File: config.mk
export PLATFORM = sky130hd
export DESIGN_NAME = toggle_req_gen
export DESIGN_NICKNAME = d
export VERILOG_FILES = /design/src/rtl/toggle_req_gen.sv
export SDC_FILE = /design/constraint.sdc
export NUM_CORES = 1
export LEC_CHECK = 0
export CAP_MARGIN = 20
export CORE_MARGIN = 2
export CORE_UTILIZATION = 41
export CTS_CLUSTER_SIZE = 12
export DETAILED_ROUTE_END_ITERATION = 6
export PLACE_DENSITY = 0.78
export SLEW_MARGIN = 30
export SYNTH_ARGS = -nofsm -noshare
export SYNTH_HDL_FRONTEND = slang
export SYNTH_SLANG_ARGS = --single-unit
File: constraint.sdc
create_clock -name clk -period 2.3 [get_ports clk]
set_clock_uncertainty 0.2 [all_clocks]
set_input_delay 0.46 -clock clk [delete_from_list [all_inputs] [get_ports clk]]
set_output_delay 0.46 -clock clk [all_outputs]
set_load 0.02 [all_outputs]
File: src/rtl/toggle_req_gen.sv
// toggle_req_gen: T-pulse generator for a T flip-flop; optional feedback checker under TOGGLE_CHECK_EN
module toggle_req_gen #(
  parameter int WIDTH = 8
) (
  input  logic             clk,
  input  logic             rst,
  input  logic             start,
  input  logic             stop,
  input  logic             hold,
  input  logic             burst_mode,
  input  logic [WIDTH-1:0] period,
  input  logic [WIDTH-1:0] burst,
  output logic             T,
  output logic             busy,
  output logic             done,
  output logic [WIDTH-1:0] pulse_cnt
`ifdef TOGGLE_CHECK_EN
  ,
  input  logic             q_fb,
  output logic             chk_err
`endif
);
  typedef enum logic [1:0] {IDLE, RUN, DONE} state_t;
  state_t state, state_n;
  logic [WIDTH-1:0] p_r, p_n, burst_r, burst_n, cnt, cnt_n, pcnt_n, pcnt_inc;
  logic mode_r, mode_n, t_n, busy_n, done_n;
  assign pcnt_inc = pulse_cnt + 1'b1;
  always_ff @(posedge clk or posedge rst) begin
    if (rst) begin
      state     <= IDLE;
      p_r       <= '0;
      burst_r   <= '0;
      mode_r    <= 1'b0;
      cnt       <= '0;
      pulse_cnt <= '0;
      T         <= 1'b0;
      busy      <= 1'b0;
      done      <= 1'b0;
    end else begin
      state     <= state_n;
      p_r       <= p_n;
      burst_r   <= burst_n;
      mode_r    <= mode_n;
      cnt       <= cnt_n;
      pulse_cnt <= pcnt_n;
      T         <= t_n;
      busy      <= busy_n;
      done      <= done_n;
    end
  end
  always_comb begin
    state_n = state;
    p_n     = p_r;
    burst_n = burst_r;
    mode_n  = mode_r;
    cnt_n   = cnt;
    pcnt_n  = pulse_cnt;
    t_n     = 1'b0;
    if (state == IDLE) begin
      if (start && !stop) begin
        state_n = RUN;
        p_n     = (period == '0) ? WIDTH'(1) : period;
        burst_n = burst;
        mode_n  = burst_mode;
        cnt_n   = p_n - 1'b1;
        pcnt_n  = '0;
      end
    end else if (stop || state == DONE) begin
      state_n = IDLE;
    end else if (mode_r && burst_r == '0) begin
      state_n = DONE;
    end else if (!hold) begin
      if (cnt == '0) begin
        t_n    = 1'b1;
        cnt_n  = p_r - 1'b1;
        pcnt_n = pcnt_inc;
        state_n = (mode_r && pcnt_inc == burst_r) ? DONE : RUN;
      end else begin
        cnt_n = cnt - 1'b1;
      end
    end
    // busy stays up through the final burst pulse and drops as done rises
    busy_n = (state_n == RUN) || (state == RUN && state_n == DONE);
    done_n = (state == DONE) && !stop;
  end
`ifdef TOGGLE_CHECK_EN
  logic t_d, q_d;
  always_ff @(posedge clk or posedge rst) begin
    if (rst) begin
      t_d     <= 1'b0;
      q_d     <= 1'b0;
      chk_err <= 1'b0;
    end else begin
      t_d     <= T;
      q_d     <= q_fb;
      chk_err <= chk_err | (t_d ^ q_fb ^ q_d);
    end
  end
`endif
endmodule
== After elaboration in Yosys (flattened, before gate mapping) ==
Cells that the tools add are included.

* Bits in registers: 38
* Bits of input ports: 22
* Output and inout bits: 11

* $add $sub $neg: 4
* Equality and inequality tests: 9
* Mux-type cells: 25
* Reduce and logical (&&, ||, !) cells: 16

{| class="wikitable"
|+ Operators with widths
! kind !! number
|-
| 8-bit 2-to-1 mux || 13
|-
| 8-bit logical NOT || 3
|-
| 8-bit by 1-bit subtractor with 8-bit output (second input constant) || 3
|-
| 2-bit 2-to-1 mux || 7
|-
| 8-bit by 1-bit adder with 8-bit output (second input constant) || 1
|-
| 8-bit equality test || 1
|-
| 1-bit logical AND || 5
|-
| 1-bit 2-to-1 mux || 5
|-
| 5-bit AND reduction || 1
|-
| 2-bit by 1-bit equality test with 1-bit output (second input constant) || 2
|-
| 2-bit equality test (second input constant) || 2
|-
| 2-bit by 1-bit inequality test with 1-bit output (second input constant) || 2
|-
| 2-bit inequality test (second input constant) || 2
|-
| 4-bit AND reduction || 1
|-
| 2-bit logical NOT || 1
|-
| 1-bit logical OR || 2
|-
| 2-bit AND reduction || 1
|-
| 2-bit nonzero test || 1
|-
| 1-bit logical NOT || 1
|}

== Logic depth before layout (Yosys ltp) ==
Gate-level depths: netlist of run 1.

* Depth after elaboration: 12
* Mapped depth: 9
* Depth with buffers taken out: 8

== Worst setup path after synthesis of run 1 ==
Ideal clock, no wire load.

* Path type: input port to flip-flop
* Start: input period[4]
* End: register cnt[6]
* Setup time: 0.124 ns
* Data arrival time: 1.960 ns
* Required time: 1.976 ns
* Path slack: 0.016 ns
* Cell stages on the path: 6
* Path buffers: 0
* Path through: or4_1 -> o41ai_2 -> nand2_1 -> ha_1 -> and4_1 -> o31a_1

* Cells in the longest elaborated chain, start to end: 5

{| class="wikitable"
|+ RTL lines
! element !! RTL line !! text
|-
| from (decl) || 11 || <nowiki>input logic [WIDTH-1:0] period,</nowiki>
|-
| 8-bit logical NOT || 62 || <nowiki>p_n = (period == '0) ? WIDTH'(1) : period;</nowiki>
|-
| 8-bit 2-to-1 mux (*) || 62 ||
|-
| 8-bit by 1-bit subtractor with 8-bit output (*) || 65 || <nowiki>cnt_n = p_n - 1'b1;</nowiki>
|-
| 8-bit 2-to-1 mux (*) || 60 || <nowiki>if (start && !stop) begin</nowiki>
|-
| 8-bit 2-to-1 mux (*) || 59 || <nowiki>if (state == IDLE) begin</nowiki>
|-
| to (signal assigned) || 44 || <nowiki>cnt <= cnt_n;</nowiki>
|-
| to (decl) || 25 || <nowiki>logic [WIDTH-1:0] p_r, p_n, burst_r, burst_n, cnt, cnt_n, pcnt_n, pcnt_inc;</nowiki>
|}

Every way passes the cells marked *; elsewhere a longest branch is shown, timed or not. The select of a mux whose other input is x is not followed.
A chain may end at the register's enable or synchronous reset.

== Final worst setup path of run 1 ==
Same ends and word-level chain as after synthesis.

==> summary.md, run 1 <==
| Metric | Value |
|---|---|
| Status | `completed` |
| #FFs+latches synth | `38` |
| Synth Net Count | `about 280` |
| PwrDens | `732 nW/um2` |
| Clock Pin Slew Worst Setup and Hold Paths | `roughly 0.08 ns` |
| Syn Area/Cell | `around 9 um2` |
| IO buf count | `32` |
| Largest net degree at the start of global routing | `39` |
| Count of non-filler cells in the finished layout | `just under 400` |
| Max-cap violations | `0` |
| Worst slew pin tran | `~0.58 ns` |
| Unique masters post-synth | `50` |
| Clk sink count | `38` |
| Antenna Cells | `0` |
| Post-CTS Hold Fix Bufs | `0` |
| Die W | `approximately 78 um` |
| IO Count | `33` |
| TritonCTS buffer count | `5` |
| Post-Place Cell Area | `approximately 2900 um2` |
| Number of global-route vias before repair | `2034` |
| WP data arrival | `between 2 and 2.5 ns` |
| Final hold viol count | `0` |
| Root Buffer | `clkbuf_8` |
| Synth Flop Type | `dfrtp_1` |
| DR vias | `between 2000 and 2500` |
| First-pass GRT wire length | `9910 um` |
| Gpl congestion | `roughly 0.87` |
| FFs w/ async S/R, synth | `between 90% and 100%` |
| Req. time, crit path | `between 2 and 2.5 ns` |
| Multi-input gate area | `around 1300 um2` |
| Sequential share of the synthesized area | `42.9%` |
| EDFF count, synth | `0` |
| Drt pass-1 iters | `4` |
| Placed Cells | `approximately 390` |
| Setup Viol. Count Final | `0` |
| Final Total Pwr | `approximately 0.0023 W` |
| Cell Area, Synth | `2220 um2` |
| Worst Setup Start Kind | `primary input` |
| Commonest non-fill, non-tap cell in the layout | `nand2_1` |
| DRC | `0` |
| Die H | `between 70 and 80 um` |
| Finished Cell Area | `a little over 3000 um2` |
| Leakage | `about 1.4 nW` |
| Nets | `349` |
| Max_slew headroom | `60.7%` |
| Detail Route Antenna Nets | `0` |
| Crit. End Element | `flip-flop` |
| Cells after synthesis | `approximately 250` |
| Fin crit share | `around 99%` |
| Initial antenna violation count | `0` |
| Worst skew pair latency | `approximately 0.29 ns` |
| Depth of the CTS H-tree | `2` |
| Min-delay worst type | `reg2reg` |
| Fin. max-slew vios | `0` |
| CTS tree | `built` |
| Yosys warnings | `0` |
| HPWL Detailed | `roughly 4200 um` |
| Min cycle time layout | `about 2.3 ns` |
| Reg area | `approximately 950 um2` |
| CTS Buffer Depth | `2` |
| Initial Utilization | `42.9%` |
| GRT Overall Usage | `between 20% and 30%` |
| Core ar. | `~5200 um2` |
| Final WL | `between 5000 and 6000 um` |
| Max frequency | `between 400 and 500 MHz` |
| # fillers | `between 400 and 500` |
| DR WL/cell | `roughly 15 um` |
| Drt first-iter violations | `~270` |
| Die ar. | `~6000 um2` |
| Total grt overflow | `0` |
| Num rows | `26` |
| CP Max Fanout | `3` |
| Layout cells sized above 1 | `about 22%` |
| Peak supply drop | `roughly 0.45 mV` |
| Synth-to-layout area growth | `39.1%` |
| Most frequent cells in the layout | `68 x nand2_1, 41 x buf_4, 36 x dfrtp_1` |
| Vias per cell | `5.58` |
| Setup CP Type | `in2reg` |
## what timing repair did
| item | in CTS | in global routing |
|---|---|---|
| buffers inserted | 0 | 3 |
| pin swaps | 5 | 6 |
| hold endpoints to repair | 0 | 0 |
| resized for setup | 11 | 12 |
| setup endpoints to repair | 6 | 15 |
| cloned | 0 | 0 |
## metal layers
layer	vias up	wire length (um)	track usage, %	share of wire (%)
li1	1068	-	-	-
met1	1054	2660	28.9	45
met2	80	2800	32.4	48
met3	9	339	3.84	5.8
met4	0	77	5.54	1.3
met5	-	0	0	0
## registers in the layout, summed over array words and instances, names as in the netlist
| name | cells |
|---|---|
| T | 1 |
| burst_r | 8 |
| busy | 1 |
| cnt | 8 |
| done | 1 |
| mode_r | 1 |
| p_r | 8 |
| pulse_cnt | 8 |
| state | 2 |
## worst paths after layout
path	from	depth (start not counted)	slack, ns	end
setup / recovery	period[4]	7	0.03	cnt[6]$_DFFE_PP0P_
max in group asynchronous	rst	3	1.15	state[1]$_DFF_PP0_
hold / removal	p_r[5]$_DFFE_PP0P_	2	0.28	p_r[5]$_DFFE_PP0P_
setup reg to reg	state[0]$_DFF_PP0_	8	0.05	cnt[6]$_DFFE_PP0P_
hold reg to reg	p_r[5]$_DFFE_PP0P_	2	0.28	p_r[5]$_DFFE_PP0P_
min in group asynchronous	rst	3	0.38	p_r[1]$_DFFE_PP0P_
## stage by stage
stage | util (%) | TNS [ns] | setup WS, ns | hold slack, ns
after floorplan | - | 0 | 0.0160 | 0.238
after global placement | 55.8 | -3.90 | -0.448 | 0.257
after detailed placement | 55.8 | -4.65 | -0.513 | 0.259
after CTS | 58.0 | 0 | 0.0255 | 0.280
after global routing | 59.6 | -0.0966 | -0.0551 | 0.288
final | 59.6 | 0 | 0.0293 | 0.279
## worst max-delay path, stage by stage
cell and delay [ns]:
dlygate4sd2_1 0.24, or4_4 0.57, o41ai_4 0.24, nand2_1 0.14, ha_2 0.22, and4_1 0.15
o31a_1 0.23
## synthesized netlist by cell type (2+ instances only)
cell type | number | area [um2]
a211o_1 | 7 | 61.3
a222oi_1 | 2 | 20.0
a311o_1 | 3 | 30.0
a31oi_1 | 8 | 50.1
and2_1 | 3 | 18.8
and3_1 | 3 | 18.8
and4_1 | 3 | 26.3
buf_6 | 2 | 22.5
clkbuf_1 | 8 | 30.0
dfrtp_1 | 38 | 951
ha_1 | 2 | 25.0
inv_1 | 7 | 26.3
nand2_1 | 68 | 255
nand2b_1 | 2 | 12.5
nand3_1 | 7 | 35.0
nor2_1 | 10 | 37.5
nor2b_1 | 3 | 18.8
nor3_1 | 4 | 20.0
nor3b_1 | 3 | 22.5
nor4_1 | 2 | 12.5
nor4_2 | 2 | 25.0
nor4b_1 | 5 | 43.8
o211ai_1 | 2 | 15.0
o21ai_0 | 5 | 25.0
o21ai_1 | 12 | 60.1
o31a_1 | 2 | 17.5
o31ai_1 | 2 | 15.0
or3_1 | 5 | 31.3
or4_1 | 4 | 30.0
xnor2_1 | 7 | 61.3
xor2_1 | 3 | 26.3
## logic make-up after synthesis
| kind of cell | count (synthesis) | share of synthesized area, % |
|---|---|---|
| compound gates | 55 | 18.5 |
| xor+xnor | 10 | 3.95 |
| fa+ha+maj | 2 | 1.13 |
| buf+inv | 18 | 3.78 |
| flops | 38 | 42.9 |
| mux | 1 | 0.508 |
| simple gates | 129 | 29.3 |
## cell type report
type                    instances  area share (%)
repair buffers                 76            21.7
well taps                      70            2.84
multi-input cells             197            40.6
clock inverters                 2           0.406
flip-flops and latches         38            30.9
inverters                       7           0.852
clock buffers                   6            2.68
## power by group
| part | total (W) | internal (W) | switching (W) |
|---|---|---|---|
| Combinational | 0.000785 | 0.000394 | 0.000391 |
| Clock | 0.000485 | 0.000241 | 0.000244 |
| Sequential | 0.000989 | 0.000806 | 0.000183 |
Power figures use the tool's default switching activity.
==> run 2: changes to the inputs <==
PLACE_DENSITY = 0.66   (was 0.78)
==> run 2 against run 1 <==
  * Sequential share of layout area is 0.050 points higher
  * Worst hold slack is essentially flat
  * Fmax grew 2.6%
  * Via count decreased by 0.77%
  * Register-to-register slack improved by 0.07 ns
==> summary.md, run 2 (synthesis results as in run 1) <==
| Metric | Value |
|---|---|
| Die ar. | `6010 um2 (unchanged)` |
| R2R cell count | `7 (-1)` |
| Initial antenna violation count | `0 (unchanged)` |
| Max frequency | `452 MHz (+2.6%)` |
| Nets | `355 (+1.7%)` |
| Share of power burned in combinational logic | `35.8% (+1.1 points)` |
| Worst skew pair latency | `0.29 ns (about the same)` |
| Post-CTS Hold Fix Bufs | `0 (unchanged)` |
| Depth of the CTS H-tree | `2 (unchanged)` |
| Most frequent cells in the layout | `68 x nand2_1, 50 x buf_4, 36 x dfrtp_1` |
| Worst Setup Start Kind | `primary input` |
| Leakage | `1.38 nW (+1.5%)` |
| Total grt overflow | `0 (unchanged)` |
| CTS Buffer Depth | `2 (unchanged)` |
| Power Internal | `0.00146 W (+1.1%)` |
| Core ar. | `5170 um2 (unchanged)` |
| Flop pwr share | `43.1% (-0.7 points)` |
| Final Total Pwr | `0.00226 W (+0.21%)` |
| DR WL/cell | `14.7 um (-0.75%)` |
| R2r startpoint | `pulse_cnt[0]$_DFFE_PP0P_` |
| TritonCTS buffer count | `5 (unchanged)` |
| Die H | `77.5 um (unchanged)` |
| Final hold viol count | `0 (unchanged)` |
| Fin crit share | `96.2% (-2.5 points)` |
| DR vias | `2194 (-0.77%)` |
| Detail Route Antenna Nets | `0 (unchanged)` |
| Max_slew headroom | `67.4% (+6.7 points)` |
| Initial Utilization | `42.9% (unchanged)` |
| Drt first-iter violations | `185 (-30%)` |
| Clock Pin Slew Worst Setup and Hold Paths | `0.07 ns (about the same)` |
| Slowest cell on the critical path | `or4_4` |
| Clk sink count | `38 (unchanged)` |
| Vias per cell | `5.46 (-2.2%)` |
| Antenna Cells | `0 (unchanged)` |
| GRT Overall Usage | `21.3% (+0.75 points)` |
| HPWL Detailed | `4450 um (+5.5%)` |
| Die W | `77.5 um (unchanged)` |
| Setup CP Type | `in2reg` |
| IO Count | `33 (unchanged)` |
| Worst slew pin tran | `0.489 ns (-0.0927 ns)` |
| Min cycle time layout | `2.21 ns (-0.0575 ns)` |
| Synth-to-layout area growth | `38.8%` |
| Num rows | `26 (unchanged)` |
| First-pass GRT wire length | `10200 um (+2.9%)` |
| Max-cap violations | `0 (unchanged)` |
| Peak supply drop | `0.399 mV (-11%)` |
| WP data arrival | `2.19 ns (-0.06 ns)` |
| FF-to-FF End | `busy$_DFF_PP0_` |
| Worst Hold Launch | `p_r[3]$_DFFE_PP0P_` |
| Setup Viol. Count Final | `0 (unchanged)` |
| Number of global-route vias before repair | `2108 (+3.6%)` |
| Largest net degree at the start of global routing | `39 (unchanged)` |
| Hold depth | `2 (unchanged)` |
| Layout cells sized above 1 | `22.3% (+0.20 points)` |
| PwrDens | `735 nW/um2 (+0.37%)` |
| DRC | `0 (unchanged)` |
| Root Buffer | `clkbuf_8` |
| Final WL | `5910 um (+0.75%)` |
| Commonest non-fill, non-tap cell in the layout | `nand2_1` |
| Net Sw Frac | `35.6% (-0.55 points)` |
| Clock power share | `21.1% (-0.4 points)` |
| Fin. max-slew vios | `0 (unchanged)` |
| Crit. End Element | `flip-flop` |
| CP max stage delay | `0.51 ns (-0.06 ns)` |
| WHS | `0.279 ns (-0.000298 ns)` |
| Post-layout util | `59.5% (-0.097 points)` |
| Status | `completed` |
| Hold EP | `p_r[3]$_DFFE_PP0P_` |
| CP cell instances | `dlygate4sd2_1 > or4_4 > o41ai_4 > nand2_1 > ha_2 > and4_1 > o31a_1` |
| Min-delay worst type | `reg2reg` |
| CTS tree | `built` |
| IO buf count | `32 (unchanged)` |
| Gpl congestion | `0.906 (+4.2%)` |
| Drt pass-1 iters | `4 (unchanged)` |
| Reg2reg setup slack | `0.12 ns (+0.07 ns)` |
| Worst Setup SP | `period[7]` |
| Psw | `0.000806 W (-1.3%)` |
| CP Max Fanout | `3 (unchanged)` |
| RSZ-0062 raised after global routing | `false` |
| Req. time, crit path | `2.27 ns (about the same)` |
[run 2: layout make-up]
type	instances	area, um2
Timing Repair Buffer	82	693
Tap cell	70	87.6
Clock buffer	7	86.3
Sequential cell	38	953
Clock inverter	1	5.00
Fill cell	447	2090
Multi-Input combinational cell	197	1230
Inverter	7	26.3
[run 2: layer usage]
layer	track usage, %	share of wire, %	vias up
met1	30.7	50	1041
met4	8.04	1.1	0
li1	-	-	1078
met3	3.84	5.2	8
met2	31.7	44	67
met5	0	0	-
[run 2: per-stage QoR]
| step | cell area [um2] | TNS [ns] | instances | worst slack [ns] |
|---|---|---|---|---|
| after floorplan | 2220 | 0 | 253 | 0.0160 |
| after global placement | 2930 | -3.87 | 392 | -0.451 |
| after detailed placement | 2930 | -4.25 | 392 | -0.494 |
| after CTS | 3040 | 0 | 401 | 0.0133 |
| after global routing | 3080 | 0 | 402 | 0.00706 |
| final | 3080 | 0 | 402 | 0.0869 |
[run 2: power by group through the flow]
stage | clock [W] | combinational, W | sequential (W)
after floorplan | 0 | 0.000443 | 0.000961
after global placement | 0 | 0.000769 | 0.000977
after detailed placement | 0 | 0.000779 | 0.000978
after CTS | 0.000496 | 0.000791 | 0.000969
after global routing | 0.000522 | 0.000899 | 0.00100
final | 0.000478 | 0.000809 | 0.000975
[run 2: how the worst max path moves through the flow]
| stage | to | slack [ns] | depth (start not counted) |
|---|---|---|---|
| after floorplan | cnt[6]$_DFFE_PP0P_ | 0.02 | 6 |
| after global placement | cnt[6]$_DFFE_PP0P_ | -0.45 | 7 |
| after detailed placement | cnt[6]$_DFFE_PP0P_ | -0.49 | 7 |
| after CTS | cnt[6]$_DFFE_PP0P_ | 0.01 | 7 |
| after global routing | cnt[6]$_DFFE_PP0P_ | 0.007 | 7 |
| final | cnt[6]$_DFFE_PP0P_ | 0.09 | 7 |
[run 2: worst max-delay path, delay by kind of cell]
| family | cells | cell delay (ns) |
|---|---|---|
| AOI/OAI and AO/OA | 2 | 0.47 |
| adders and majority gates | 1 | 0.21 |
| buffers and inverters | 1 | 0.25 |
| and+or+nand+nor | 3 | 0.79 |
[run 2: repair_timing]
action | CTS | global route
gates resized for setup | 8 | 9
setup endpoints to repair | 5 | 15
pin swaps | 4 | 4
setup buffers | 1 | 1
